<file path="config.mk">
export PLATFORM = sky130hd
export DESIGN_NAME = keypad_entry_ctrl_flat
export DESIGN_NICKNAME = d
export VERILOG_FILES = /design/src/rtl/keypad_entry_ctrl_if.sv /design/src/rtl/keypad_entry_ctrl.sv /design/src/flat_wrapper.sv
export SDC_FILE = /design/constraint.sdc
export NUM_CORES = 1
export LEC_CHECK = 0
export CAP_MARGIN = 30
export CORE_ASPECT_RATIO = 0.5
export CORE_MARGIN = 1.5
export CORE_UTILIZATION = 56
export DETAILED_ROUTE_END_ITERATION = 16
export GPL_ROUTABILITY_DRIVEN = 1
export PLACE_DENSITY = 0.79
export SYNTH_ARGS = -nofsm -noshare
export SYNTH_HDL_FRONTEND = slang
export SYNTH_SLANG_ARGS = --single-unit
</file>
<file path="constraint.sdc">
create_clock -name clk -period 2.33 [get_ports clk]
set_clock_uncertainty 0.2 [all_clocks]
set_input_delay 0.3495 -clock clk [delete_from_list [all_inputs] [get_ports clk]]
set_output_delay 0.3495 -clock clk [all_outputs]
set_load 0.01 [all_outputs]
</file>
<file path="src/rtl/keypad_entry_ctrl_if.sv">
// Keypad event / digit-register strobe bundle for keypad_entry_ctrl.
// entry_err is present only when ENTRY_ERR_EN is defined.
interface keypad_entry_ctrl_if;
  logic       key_valid;
  logic [3:0] key_code;
  logic       busy_i;
  logic       load_d;
  logic       load_u;
  logic       rdy;
  logic [3:0] tecla_d;
  logic       op_sel;
  logic       start;
  logic       timeout;
`ifdef ENTRY_ERR_EN
  logic       entry_err;

  modport master (
    output key_valid, key_code, busy_i,
    input  load_d, load_u, rdy, tecla_d, op_sel, start, timeout, entry_err
  );
  modport slave (
    input  key_valid, key_code, busy_i,
    output load_d, load_u, rdy, tecla_d, op_sel, start, timeout, entry_err
  );
`else
  modport master (
    output key_valid, key_code, busy_i,
    input  load_d, load_u, rdy, tecla_d, op_sel, start, timeout
  );
  modport slave (
    input  key_valid, key_code, busy_i,
    output load_d, load_u, rdy, tecla_d, op_sel, start, timeout
  );
`endif
endinterface

</file>
<file path="src/rtl/keypad_entry_ctrl.sv">
// Two-operand keypad entry sequencer: turns key pulses into digit-register strobes and a start pulse.
// Optional ENTRY_ERR_EN macro adds the entry_err pulse output.
module keypad_entry_ctrl #(
  parameter int TIMEOUT_CYCLES = 27_000_000
) (
  input  logic                clk,
  input  logic                rst,
  keypad_entry_ctrl_if.slave  kp,
  output logic [1:0]          state_dbg
);
  localparam int CW    = $clog2(TIMEOUT_CYCLES + 1);
  localparam int CNT_W = (CW < 1) ? 1 : CW;
  localparam logic [CNT_W-1:0] CNT_LAST = CNT_W'((TIMEOUT_CYCLES > 0) ? TIMEOUT_CYCLES - 1 : 0);

  typedef enum logic [1:0] {
    WAIT_D     = 2'd0,
    WAIT_U     = 2'd1,
    WAIT_ENT   = 2'd2,
    START_WAIT = 2'd3
  } state_t;

  // key_valid is a one-cycle pulse with no back-pressure: every pulse is consumed
  // in the cycle it is sampled, and its response appears on the registered outputs next cycle.
  state_t           state, state_nx;
  logic             op_sel_q, op_sel_nx;
  logic [3:0]       tecla_q, tecla_nx;
  logic             load_d_q, load_d_nx;
  logic             load_u_q, load_u_nx;
  logic             rdy_q, rdy_nx;
  logic             start_q, start_nx;
  logic             timeout_q, timeout_nx;
  logic [CNT_W-1:0] cnt, cnt_nx;
  logic             is_digit, is_clear, is_enter, is_other, count_en;

  assign is_digit = kp.key_valid && (kp.key_code <= 4'd9);
  assign is_clear = kp.key_valid && (kp.key_code == 4'hE);
  assign is_enter = kp.key_valid && (kp.key_code == 4'hF);
  assign is_other = kp.key_valid && !is_digit && !is_clear && !is_enter;

  // Inactivity only matters once an entry is under way (a digit pending or operand B selected).
  assign count_en = (TIMEOUT_CYCLES != 0) && (state != START_WAIT) &&
                    ((state == WAIT_U) || (state == WAIT_ENT) || op_sel_q);

  always_ff @(posedge clk or negedge rst) begin
    if (!rst) begin
      state     <= WAIT_D;
      op_sel_q  <= 1'b0;
      tecla_q   <= 4'd0;
      load_d_q  <= 1'b0;
      load_u_q  <= 1'b0;
      rdy_q     <= 1'b0;
      start_q   <= 1'b0;
      timeout_q <= 1'b0;
      cnt       <= '0;
    end else begin
      state     <= state_nx;
      op_sel_q  <= op_sel_nx;
      tecla_q   <= tecla_nx;
      load_d_q  <= load_d_nx;
      load_u_q  <= load_u_nx;
      rdy_q     <= rdy_nx;
      start_q   <= start_nx;
      timeout_q <= timeout_nx;
      cnt       <= cnt_nx;
    end
  end

  always_comb begin
    state_nx   = state;
    op_sel_nx  = op_sel_q;
    tecla_nx   = tecla_q;
    load_d_nx  = 1'b0;
    load_u_nx  = 1'b0;
    rdy_nx     = 1'b0;
    start_nx   = 1'b0;
    timeout_nx = 1'b0;
    cnt_nx     = '0;

    case (state)
      WAIT_D: begin
        if (is_digit) begin
          load_d_nx = 1'b1;
          tecla_nx  = kp.key_code;
          state_nx  = WAIT_U;
        end
      end
      WAIT_U: begin
        if (is_digit) begin
          load_u_nx = 1'b1;
          tecla_nx  = kp.key_code;
          state_nx  = WAIT_ENT;
        end else if (is_clear) begin
          op_sel_nx = 1'b0;
          state_nx  = WAIT_D;
        end
      end
      WAIT_ENT: begin
        if (is_enter) begin
          rdy_nx = 1'b1;
          if (op_sel_q) begin
            state_nx = START_WAIT;
          end else begin
            op_sel_nx = 1'b1;
            state_nx  = WAIT_D;
          end
        end else if (is_clear) begin
          op_sel_nx = 1'b0;
          state_nx  = WAIT_D;
        end
      end
      START_WAIT: begin
        if (!kp.busy_i) begin
          start_nx  = 1'b1;
          op_sel_nx = 1'b0;
          state_nx  = WAIT_D;
        end
      end
      default: state_nx = WAIT_D;
    endcase

    // A key arriving on the expiry cycle wins: the counter simply restarts.
    if (count_en && !kp.key_valid && (state_nx == state)) begin
      if (cnt == CNT_LAST) begin
        timeout_nx = 1'b1;
        op_sel_nx  = 1'b0;
        state_nx   = WAIT_D;
      end else begin
        cnt_nx = cnt + 1'b1;
      end
    end
  end

  assign kp.load_d  = load_d_q;
  assign kp.load_u  = load_u_q;
  assign kp.rdy     = rdy_q;
  assign kp.start   = start_q;
  assign kp.timeout = timeout_q;
  assign kp.tecla_d = tecla_q;
  assign kp.op_sel  = op_sel_q;
  assign state_dbg  = state;

`ifdef ENTRY_ERR_EN
  logic err_q, err_nx;

  assign err_nx = (is_other && (state != START_WAIT)) ||
                  (is_enter && (state == WAIT_U)) ||
                  (is_digit && (state == WAIT_ENT));

  always_ff @(posedge clk or negedge rst) begin
    if (!rst) err_q <= 1'b0;
    else      err_q <= err_nx;
  end

  assign kp.entry_err = err_q;
`endif
endmodule

</file>
<file path="src/flat_wrapper.sv">
// flat-port wrapper written by rule: the top's interface ports become plain ports
module keypad_entry_ctrl_flat 
#(
  parameter int TIMEOUT_CYCLES = 27_000_000
)
  (clk, rst, state_dbg, kp_key_valid, kp_key_code, kp_busy_i, kp_load_d, kp_load_u, kp_rdy, kp_tecla_d, kp_op_sel, kp_start, kp_timeout);
  keypad_entry_ctrl_if kp_i ();
  input  logic clk;
  input  logic rst;
  output logic [1:0] state_dbg;
  input wire logic [$bits(kp_i.key_valid)-1:0] kp_key_valid;
  input wire logic [$bits(kp_i.key_code)-1:0] kp_key_code;
  input wire logic [$bits(kp_i.busy_i)-1:0] kp_busy_i;
  output wire logic [$bits(kp_i.load_d)-1:0] kp_load_d;
  output wire logic [$bits(kp_i.load_u)-1:0] kp_load_u;
  output wire logic [$bits(kp_i.rdy)-1:0] kp_rdy;
  output wire logic [$bits(kp_i.tecla_d)-1:0] kp_tecla_d;
  output wire logic [$bits(kp_i.op_sel)-1:0] kp_op_sel;
  output wire logic [$bits(kp_i.start)-1:0] kp_start;
  output wire logic [$bits(kp_i.timeout)-1:0] kp_timeout;
  assign kp_i.key_valid = kp_key_valid;
  assign kp_i.key_code = kp_key_code;
  assign kp_i.busy_i = kp_busy_i;
  assign kp_load_d = kp_i.load_d;
  assign kp_load_u = kp_i.load_u;
  assign kp_rdy = kp_i.rdy;
  assign kp_tecla_d = kp_i.tecla_d;
  assign kp_op_sel = kp_i.op_sel;
  assign kp_start = kp_i.start;
  assign kp_timeout = kp_i.timeout;
  keypad_entry_ctrl #(.TIMEOUT_CYCLES(TIMEOUT_CYCLES)) u_core (.clk(clk), .rst(rst), .kp(kp_i), .state_dbg(state_dbg));
endmodule
</file>
==> qor.yml <==
placement:
  post-dp-hpwl_mm: 2.611
  portBuffers: 19
  gp_congestion: 0.8634
floorplanning:
  rows: 14
  dieArea_mm2: 0.003898
  die_h_um: 44.91
  core-area_mm2: 0.003171
  start_util_pct: 62.04
  num_io_pins: 20
  die_width_um: 86.81
worst_setup_path:
  cp.arrival_ns: 2.20
  crit_chain: "inv_1, ha_2, inv_1, a211o_1, and4_1, a211o_1, buf_4, nor2_1"
  cp_max_fo: 8
  critPathKind: "register to register"
  required_ns: 2.34
  slowest_stage: "dfrtp_1"
  critical-path-max-stage-delay_ns: 0.47
  end_kind: "register"
  cp-start-kind: "register"
synthesis:
  synth_ff_type: "dfrtp_1"
  yosysMostFrequentCell: "dfrtp_1"
  synth_cell_types: 37
  synth_area_per_cell_um2: 10.46
  yosysTopAreaCell: "dfrtp_1"
  ys_top_cells_by_area: "dfrtp_1, xnor2_1, nor2_1, nor2_4, ha_1"
  synth_top_cells_by_count: "dfrtp_1, nor2_1, xnor2_1"
  synth_top_area_share_pct: 47.07
  synth_edf_count: 0
  synth_area_mm2: 0.001967
  ys_seq_area_share_pct: 47.07
  synthArstFlopShare_pct: 100.0
  syn-instance-count: 188
  ys_seq_elements: 37
  synth_fp_nets: 201
  yosysWarnings: 0
route:
  ant_nets: 0
  drc_errors: 0
  wire_per_inst_um: 13.59
  via_per_inst: 5.491
  dr.pass1.iters: 4
  first_iter_violations: 50
  wirelength_mm: 3.683
  dr_total_vias: 1488
sta:
  min_period_over_period_pct: 94.02
  fin_setup_tns_ns: 0
  final_max_slew_viol_count: 0
  timing.final.crit_period_ns: 2.191
  finalHoldViolCount: 0
  slew_headroom_pct: 69.30
  rsz0062_at_grt: "false"
  max_freq_mhz: 456.5
  setup_violations: 0
  worstMarginPinSlew_ns: 0.4605
pwr:
  cellLeakagePower_uw: 0.0009631
  intPower_uw: 1358
  pwr-share-seq_pct: 38.1
  ir_drop_v: 0.0003985
  cellPowerDensity_mw_per_mm2: 847.8
  p_switching_uw: 659.5
  p_sw_share_pct: 32.69
  clkPwrFrac_pct: 23.7
  share_comb_of_total_power_pct: 38.2
final_layout:
  drive_gt1_share_pct: 17.49
  final_util_pct: 75.06
  antenna_cells: 0
  n_fill_cell: 232
  num-nets-final: 235
  area_growth_syn_to_layout_pct: 20.99
  regArea_um2: 925.9
  multiInputGateArea_um2: 969.7
global_route:
  antenna_found_initial: 0
  grt_pass1_vias: 1411
  grt_max_degree: 38
  grt_pass1_wl_mm: 6.368
  grt.total_usage_pct: 21.81
  grt-ovfl-total: 0
clock_tree:
  cts_max_path_buffers: 2
  htreeDepth: 2
  cts-buffers-inserted: 5
  cts_tree: "done"
  path_clk_slew_ns: 0.07
  cts_num_sinks: 37
  clk_latency_ns: 0.28
  post-cts-setup-buffers: 0
  clockRootBuffer: "clkbuf_8"
run_status:
  status: "complete, no violations"
job:
  drv_cap: 0
hold_path:
  worstHoldPathType: "register to register"
==> worst paths after layout <==
kind                                     startpoint                   end  slack [ns]  depth (start not counted)
worst max-delay path            u_core.state_dbg[1]        u_core.cnt[21]        0.14                          8
worst min-delay path                  u_core.cnt[0]         u_core.cnt[0]        0.27                          1
worst max register to register  u_core.state_dbg[1]        u_core.cnt[21]        0.14                          8
worst min register to register        u_core.cnt[0]         u_core.cnt[0]        0.27                          1
max in group asynchronous                       rst       u_core.kp.start        1.31                          2
min in group asynchronous                       rst  u_core.kp.tecla_d[1]        0.29                          2
==> power by group through the flow <==
stage               logic, µW  registers, µW  clock network, µW
finish                    771            769                478
global route              832            782                527
CTS                       769            769                494
detailed placement        767            782                  0
global placement          758            780                  0
floorplan                 497            804                  0
==> cell type report <==
cell class                      instances  share of cell area, %
Tap cell                               48                  2.524
Inverter                                8                  1.262
Clock buffer                            7                  4.048
Clock inverter                          1                 0.2103
Sequential cell                        37                  38.91
Multi-Input combinational cell        139                  40.75
Timing Repair Buffer                   31                  12.30
==> cell usage in the layout, fill, tap and decap left out, drive strengths merged <==
cell type | netlist | routed
nor4 | 3 | 3
o22ai | 2 | 2
a31oi | 1 | 1
nor2 | 34 | 34
nor3 | 7 | 7
xnor2 | 16 | 16
a21oi | 2 | 2
inv | 8 | 8
clkinv | 0 | 1
and3 | 2 | 2
a21boi | 2 | 2
and4b | 3 | 3
nand2 | 13 | 13
a2bb2oi | 1 | 1
and3b | 1 | 1
o211a | 1 | 1
o21bai | 1 | 1
buf | 3 | 12
xor2 | 7 | 7
o22a | 1 | 1
nor2b | 1 | 1
ha | 5 | 5
nand3 | 7 | 7
a211o | 3 | 3
mux2i | 1 | 1
clkdlybuf4s50 | 0 | 19
or2 | 1 | 1
nand4 | 9 | 9
dfrtp | 37 | 37
and2 | 2 | 2
o21ai | 3 | 3
mux2 | 4 | 4
and4 | 6 | 6
clkbuf | 1 | 7
==> sequential cells by signal (all words and copies together), names as in the netlist <==
name               flops
u_core.state_dbg       2
u_core.kp.load_d       1
u_core.kp.timeout      1
u_core.kp.op_sel       1
u_core.kp.start        1
u_core.kp.tecla_d      4
u_core.cnt            25
u_core.kp.rdy          1
u_core.kp.load_u       1
==> cells by family (layout without fill, tap and decap cells) <==
kind of cell / after synthesis / after routing / share of synthesized area (%)
AO/OA/AOI/OAI: 17 / 17 / 6.107
buffers and inverters: 12 / 47 / 3.880
AND/OR/NAND/NOR: 89 / 89 / 26.72
multiplexers: 5 / 5 / 2.799
XOR/XNOR: 23 / 23 / 10.24
adder cells (fa/ha/maj): 5 / 5 / 3.181
flip-flops: 37 / 37 / 47.07
==> metrics by stage <==
stage	power [µW]	worst slack, ns	hold slack (ns)	cell area (µm²)	std cells
2_1_floorplan	1301	0.1746	-0.1461	1967	188
6_report	2018	0.1393	0.2652	2380	271
3_5_place_dp	1549	-0.1126	0.2603	2273	263
5_1_grt	2142	0.01638	0.3058	2380	271
3_3_place_gp	1537	-0.08180	0.2468	2273	263
4_1_cts	2033	0.1130	0.2715	2375	271
==> repair_timing <==
| action | in CTS | in global routing |
|---|---|---|
| endpoints found under the hold margin | 0 | 0 |
| endpoints found under the setup margin | 0 | 4 |
| hold buffers | 0 | 0 |
| resized for setup | 0 | 2 |
==> critical path: cells and delay by family, from the launching register on <==
kind            cells  cell delay [ns]
simple gates        2             0.30
flops               1             0.47
fa+ha+maj           1             0.22
compound gates      2             0.56
buf+inv             3             0.36
==> metal layers <==
layer,track usage (%),vias up,wire length (µm)
met1,28.81,719,1789
li1,-,725,-
met2,35.35,34,1667
met3,5.667,10,173
met4,8.387,0,53
met5,0,-,0
Note: power is estimated with default switching activity, not from simulation.
